### config.mk
export PLATFORM = sky130hd
export DESIGN_NAME = matmul_result_drain_flat
export DESIGN_NICKNAME = d
export VERILOG_FILES = /design/src/rtl/matmul_result_drain_if.sv /design/src/rtl/matmul_result_drain.sv /design/src/flat_wrapper.sv
export SDC_FILE = /design/constraint.sdc
export NUM_CORES = 1
export LEC_CHECK = 0
export ABC_AREA = 1
export CAP_MARGIN = 20
export CORE_UTILIZATION = 45
export CTS_CLUSTER_SIZE = 28
export DETAILED_ROUTE_END_ITERATION = 12
export GPL_TIMING_DRIVEN = 0
export PLACE_DENSITY = 0.77
export SETUP_SLACK_MARGIN = 0.3
export SYNTH_ARGS = -nofsm -noshare
export SYNTH_HDL_FRONTEND = slang
export SYNTH_SLANG_ARGS = --single-unit
### constraint.sdc
create_clock -name clk -period 4.5 [get_ports clk]
set_input_delay 0.9 -clock clk [delete_from_list [all_inputs] [get_ports clk]]
set_output_delay 0.9 -clock clk [all_outputs]
set_load 0.01 [all_outputs]
### src/rtl/matmul_result_drain_if.sv
// rtl/matmul_result_drain_if.sv - result element stream interface for matmul_result_drain
//
// Purpose: bundles the valid/ready element stream that leaves the drain block.
// Ports (signals):
//   m_valid  master->slave  beat valid
//   m_ready  slave->master  downstream accepts beat
//   m_data   master->slave  element value (DATA_W)
//   m_row    master->slave  row index of current beat (ROW_W)
//   m_col    master->slave  column index of current beat (COL_W)
//   m_last   master->slave  final element of the matrix
interface matmul_result_drain_if #(
  parameter int DATA_W = 32,
  parameter int ROW_W  = 1,
  parameter int COL_W  = 2
);
  logic              m_valid;
  logic              m_ready;
  logic [DATA_W-1:0] m_data;
  logic [ROW_W-1:0]  m_row;
  logic [COL_W-1:0]  m_col;
  logic              m_last;

  modport master (
    output m_valid, m_data, m_row, m_col, m_last,
    input  m_ready
  );

  modport slave (
    input  m_valid, m_data, m_row, m_col, m_last,
    output m_ready
  );
endinterface

### src/rtl/matmul_result_drain.sv
// rtl/matmul_result_drain.sv - captures a matmul result matrix and streams it out row-major
//
// Purpose: latches the packed LEFT_SIZE x RIGHT_SIZE result on the done_in pulse
// and drains one element per accepted beat over a valid/ready stream.
// Optional feature macro: MATMUL_DRAIN_OVERRUN_EN (adds sticky overrun output).
// Ports:
//   clk        in   clock, posedge
//   rst_n      in   asynchronous active-low reset
//   result_in  in   packed result, element (i,j) at [(i*RIGHT_SIZE+j)*DATA_W +: DATA_W]
//   done_in    in   one-cycle result-valid pulse
//   busy       out  high while a captured matrix is draining
//   overrun    out  sticky dropped-pulse flag (macro builds only)
//   m          master modport of matmul_result_drain_if (element stream)
module matmul_result_drain #(
  parameter int LEFT_SIZE  = 2,
  parameter int RIGHT_SIZE = 4,
  parameter int DATA_W     = 32
) (
  input  logic                                  clk,
  input  logic                                  rst_n,
  input  logic [LEFT_SIZE*RIGHT_SIZE*DATA_W-1:0] result_in,
  input  logic                                  done_in,
  output logic                                  busy,
`ifdef MATMUL_DRAIN_OVERRUN_EN
  output logic                                  overrun,
`endif
  matmul_result_drain_if.master                 m
);
  localparam int ROW_W = (LEFT_SIZE  > 1) ? $clog2(LEFT_SIZE)  : 1;
  localparam int COL_W = (RIGHT_SIZE > 1) ? $clog2(RIGHT_SIZE) : 1;
  localparam logic [ROW_W-1:0] ROW_MAX = ROW_W'(LEFT_SIZE - 1);
  localparam logic [COL_W-1:0] COL_MAX = COL_W'(RIGHT_SIZE - 1);

  typedef enum logic {S_IDLE, S_STREAM} state_t;

  state_t                                r_state;
  logic [LEFT_SIZE*RIGHT_SIZE*DATA_W-1:0] r_cap;
  logic [ROW_W-1:0]                      r_row;
  logic [COL_W-1:0]                      r_col;
  logic                                  r_valid;
  logic                                  r_busy;
`ifdef MATMUL_DRAIN_OVERRUN_EN
  logic                                  r_overrun;
`endif

  logic [DATA_W-1:0] w_elem [LEFT_SIZE][RIGHT_SIZE];
  logic              w_last;
  logic              w_xfer;
  logic              w_restart;

  for (genvar gi = 0; gi < LEFT_SIZE; gi++) begin : g_row
    for (genvar gj = 0; gj < RIGHT_SIZE; gj++) begin : g_col
      assign w_elem[gi][gj] = r_cap[(gi*RIGHT_SIZE+gj)*DATA_W +: DATA_W];
    end
  end

  assign w_last    = (r_row == ROW_MAX) && (r_col == COL_MAX);
  assign w_xfer    = r_valid && m.m_ready;
  // A done pulse coinciding with the final transfer starts the next matrix
  // without an idle cycle; any other done pulse while streaming is dropped.
  assign w_restart = w_xfer && w_last && done_in;

  // Data/index come straight from the capture register and counters, which
  // only move on a transfer, so they hold steady while m_ready is low.
  assign m.m_valid = r_valid;
  assign m.m_data  = w_elem[r_row][r_col];
  assign m.m_row   = r_row;
  assign m.m_col   = r_col;
  assign m.m_last  = w_last;
  assign busy      = r_busy;
`ifdef MATMUL_DRAIN_OVERRUN_EN
  assign overrun   = r_overrun;
`endif

  always_ff @(posedge clk or negedge rst_n) begin
    if (!rst_n) begin
      r_state   <= S_IDLE;
      r_cap     <= '0;
      r_row     <= '0;
      r_col     <= '0;
      r_valid   <= 1'b0;
      r_busy    <= 1'b0;
`ifdef MATMUL_DRAIN_OVERRUN_EN
      r_overrun <= 1'b0;
`endif
    end else begin
      case (r_state)
        S_IDLE: begin
          if (done_in) begin
            r_cap   <= result_in;
            r_row   <= '0;
            r_col   <= '0;
            r_valid <= 1'b1;
            r_busy  <= 1'b1;
            r_state <= S_STREAM;
          end
        end
        S_STREAM: begin
          if (w_xfer) begin
            if (w_last) begin
              r_row <= '0;
              r_col <= '0;
              if (done_in) begin
                r_cap <= result_in;
              end else begin
                r_valid <= 1'b0;
                r_busy  <= 1'b0;
                r_state <= S_IDLE;
              end
            end else if (r_col == COL_MAX) begin
              r_col <= '0;
              r_row <= r_row + ROW_W'(1);
            end else begin
              r_col <= r_col + COL_W'(1);
            end
          end
`ifdef MATMUL_DRAIN_OVERRUN_EN
          if (done_in && !w_restart) begin
            r_overrun <= 1'b1;
          end
`endif
        end
        default: r_state <= S_IDLE;
      endcase
    end
  end
endmodule

### src/flat_wrapper.sv
// flat-port wrapper written by rule: the top's interface ports become plain ports
module matmul_result_drain_flat 
#(
  parameter int LEFT_SIZE  = 2,
  parameter int RIGHT_SIZE = 4,
  parameter int DATA_W     = 32
)
  (clk, rst_n, result_in, done_in, busy, m_m_valid, m_m_data, m_m_row, m_m_col, m_m_last, m_m_ready);
  matmul_result_drain_if #(.DATA_W(DATA_W), .ROW_W(1), .COL_W(2)) m_i ();
  input  logic clk;
  input  logic rst_n;
  input  logic [LEFT_SIZE*RIGHT_SIZE*DATA_W-1:0] result_in;
  input  logic done_in;
  output logic busy;
  output wire logic [$bits(m_i.m_valid)-1:0] m_m_valid;
  output wire logic [$bits(m_i.m_data)-1:0] m_m_data;
  output wire logic [$bits(m_i.m_row)-1:0] m_m_row;
  output wire logic [$bits(m_i.m_col)-1:0] m_m_col;
  output wire logic [$bits(m_i.m_last)-1:0] m_m_last;
  input wire logic [$bits(m_i.m_ready)-1:0] m_m_ready;
  assign m_m_valid = m_i.m_valid;
  assign m_m_data = m_i.m_data;
  assign m_m_row = m_i.m_row;
  assign m_m_col = m_i.m_col;
  assign m_m_last = m_i.m_last;
  assign m_i.m_ready = m_m_ready;
  matmul_result_drain #(.LEFT_SIZE(LEFT_SIZE), .RIGHT_SIZE(RIGHT_SIZE), .DATA_W(DATA_W)) u_core (.clk(clk), .rst_n(rst_n), .result_in(result_in), .done_in(done_in), .busy(busy), .m(m_i));
endmodule
==> flow_metrics.tcl <==
set metrics [dict create \
    io_pins 298 \
    core_area_um2 29640 \
    hold_buffers 0 \
    seq_area_frac_synth_pct 48.28 \
    synth_cell_types 17 \
    critPathCaptureType "primary output" \
    placed_cell_area_um2 17050 \
    netlist.area_leader.share_pct 48.28 \
    min_period_over_period_pct 89.92 \
    synth.area.top_cells "dfrtp_1 (48%), nand2_1 (19%), inv_1 (14%), o21ai_1 (9.0%), nand3_1 (4.8%)" \
    synth_compound_area_share_pct 9.619 \
    synthSimpleGateAreaFrac_pct 24.04 \
    final_antenna_net_count 0 \
    cts_setup_buffers 0 \
    yosysTopAreaCell "dfrtp_1" \
    cts_buffer_depth 3 \
    timing.final.ws_setup_ns 0.4535 \
    vias 13179 \
    synth_xor_area_share_pct 0 \
    postSynthCellCount 1964 \
    synth-adder-area-share_pct 0.09249 \
    clk_latency_ns 0.55 \
    routedWlPerCell_um 16.15 \
    die_h_um 175.4 \
    synth_fp_nets 2225 \
    finalSetupViolCount 0 \
    tightest_slew_ns 0.7861 \
    timing.slew.headroom_pct 47.59 \
    final_net_count 2554 \
    crit_required_ns 3.60 \
    die_x_um 175.4 \
    critPathKind "register to primary output" \
    grt_busiest_layer "met2" \
    tritoncts "done" \
    final_common_cell "nand2_1" \
    max_clock_freq_mhz 247.1 \
    globalplace.congestion 0.9264 \
    drive_gt1_share_pct 5.227 \
    wl_mm 43.72 \
    dpl.hpwl_mm 33.66 \
    viasPerCell 4.870 \
    grt.overflow.total 0 \
    status "finished clean" \
    p_per_area_nw_per_um2 282.6 \
    syn_area_per_cell_um2 6.888 \
    min_path_type "input pin to asynchronous set/reset pin" \
    netlist_area_um2 13530 \
    drtIter0Drc 1141 \
    grt_use_met1_pct 38.10 \
    synth-seq-cells 261 \
    area_delta_synth_final_pct 33.19 \
    met3_usage_pct 4.481 \
    hold_viol_final 0 \
    synth_top_family_by_area "simple AND/OR/NAND/NOR gates" \
    start_kind "register" \
    stdcell_area_um2 18020 \
    grt_pass1_vias 13053 \
    firstDrtPassIters 5 \
    timing.hold.ws_ns 0.2470 \
    grt_usage_pct 28.88 \
    cts-htree-levels 1 \
    cts_buffers 28 \
    yosys-mux-area-fraction_pct 0 \
    ir_drop_mv 0.2514 \
    leakage_nw 9.445 \
    cp_max_fo 10 \
    use_met2_pct 48.03 \
    drv_cap 0 \
    rsz0062_at_grt "no" \
    fin_total_pwr_mw 5.091 \
    fill_cells 2683 \
    grt_max_degree 125 \
    mostFrequentLayoutCells "nand2_1 (681), inv_1 (517), clkdlybuf4s50_1 (296), dfrtp_1 (261), o21ai_1 (242)" \
    initial_utilization_pct 45.64 \
    cts_sinks 261 \
    clockRootBuffer "clkbuf_16" \
    cts_resized 0 \
    slew_viol_final 0 \
    drc 0 \
    ys_warn_count 0 \
    dp_slack_ns 1.066 \
    row_count 63 \
    crit_arrival_ns 3.15 \
    grt_pass1_wl_mm 68.29 \
    dieArea_um2 30760 \
    clk_pin_slew_worst_paths_ns 0.06 \
    antenna_found_initial 0 \
    skew_ns 0.01921 \
    period_minus_slack_ns 4.047 \
    portBuffers 297 \
]
flip-flops by register name (all words and copies together), names as in the netlist:
signal / cells
u_core.m.m_col: 2
u_core.m.m_row: 1
u_core.r_cap: 256
u_core.m.m_valid: 1
u_core.r_state: 1
metal layers:
layer	vias up	routed length [um]
met4	0	1748
met2	594	20570
met3	102	3553
met1	6085	17850
li1	6398	-
met5	-	0
critical path: stages (launching register included):
cell,delay [ns]
dfrtp_1,0.49
clkbuf_1,0.64
buf_2,0.35
nand2_1,0.09
nand3_1,0.16
nand2_1,0.15
nand2_1,0.11
nand2_1,0.11
clkdlybuf4s50_1,0.50
synthesized netlist by cell type:
library cell and instances:
buf_1 15, a21oi_1 2, nand3_2 1, nand3b_1 1, nor2_1 3, buf_2 71, nand3_1 131, ha_1 1
or2_2 1, buf_4 1, o21ai_0 16, nor3_1 1, clkbuf_1 19, nand2_1 681, o21ai_1 242, inv_1 517
dfrtp_1 261
final cells by class:
| cell class | count | area, um^2 | area share (%) |
|---|---|---|---|
| Clock buffer | 46 | 879.6 | 4.882 |
| Multi-Input combinational cell | 1080 | 4566 | 25.34 |
| Inverter | 517 | 1941 | 10.77 |
| Tap cell | 390 | 488.0 | 2.708 |
| Buffer | 106 | 490.5 | 2.722 |
| Antenna cell | 1 | 2.502 | 0.01389 |
| Timing Repair Buffer | 299 | 3033 | 16.83 |
| Clock inverter | 6 | 86.33 | 0.4792 |
| Sequential cell | 261 | 6531 | 36.25 |
logic make-up after synthesis:
logic type	count (synthesis)
buffers and inverters	623
DFF	261
and+or+nand+nor	819
AOI/OAI and AO/OA	260
adders and majority gates	1
power breakdown:
group	switching, mW	internal [mW]
clock	0.952	1.44
combinational	0.132	0.216
sequential	0	2.35
total	1.08	4.01
final timing paths:
check	end	start	slack, ns	cells past startpoint
worst max-delay path	m_m_data[21]	u_core.m.m_row$_DFFE_PN0P_	0.45	8
worst min-delay path	u_core.r_cap[69]$_DFFE_PN0P_	rst_n	0.25	1
worst max register to register	u_core.r_cap[245]$_DFFE_PN0P_	u_core.m.m_col[0]$_DFFE_PN0P_	2.28	8
worst min register to register	u_core.r_cap[81]$_DFFE_PN0P_	u_core.r_cap[81]$_DFFE_PN0P_	0.49	2
max in group asynchronous	u_core.r_cap[130]$_DFFE_PN0P_	rst_n	3.32	2
min in group clk	u_core.r_cap[81]$_DFFE_PN0P_	u_core.r_cap[81]$_DFFE_PN0P_	0.49	2
stage by stage:
stage,TNS (ns),utilization (%),instances
after floorplan,0,-,1964
after global placement,-2159.43,57.32,2651
after detailed placement,0,57.52,2653
after CTS,0,60.78,2705
after global routing,0,60.78,2705
final,0,60.79,2706
Power figures use the tool's default switching activity.
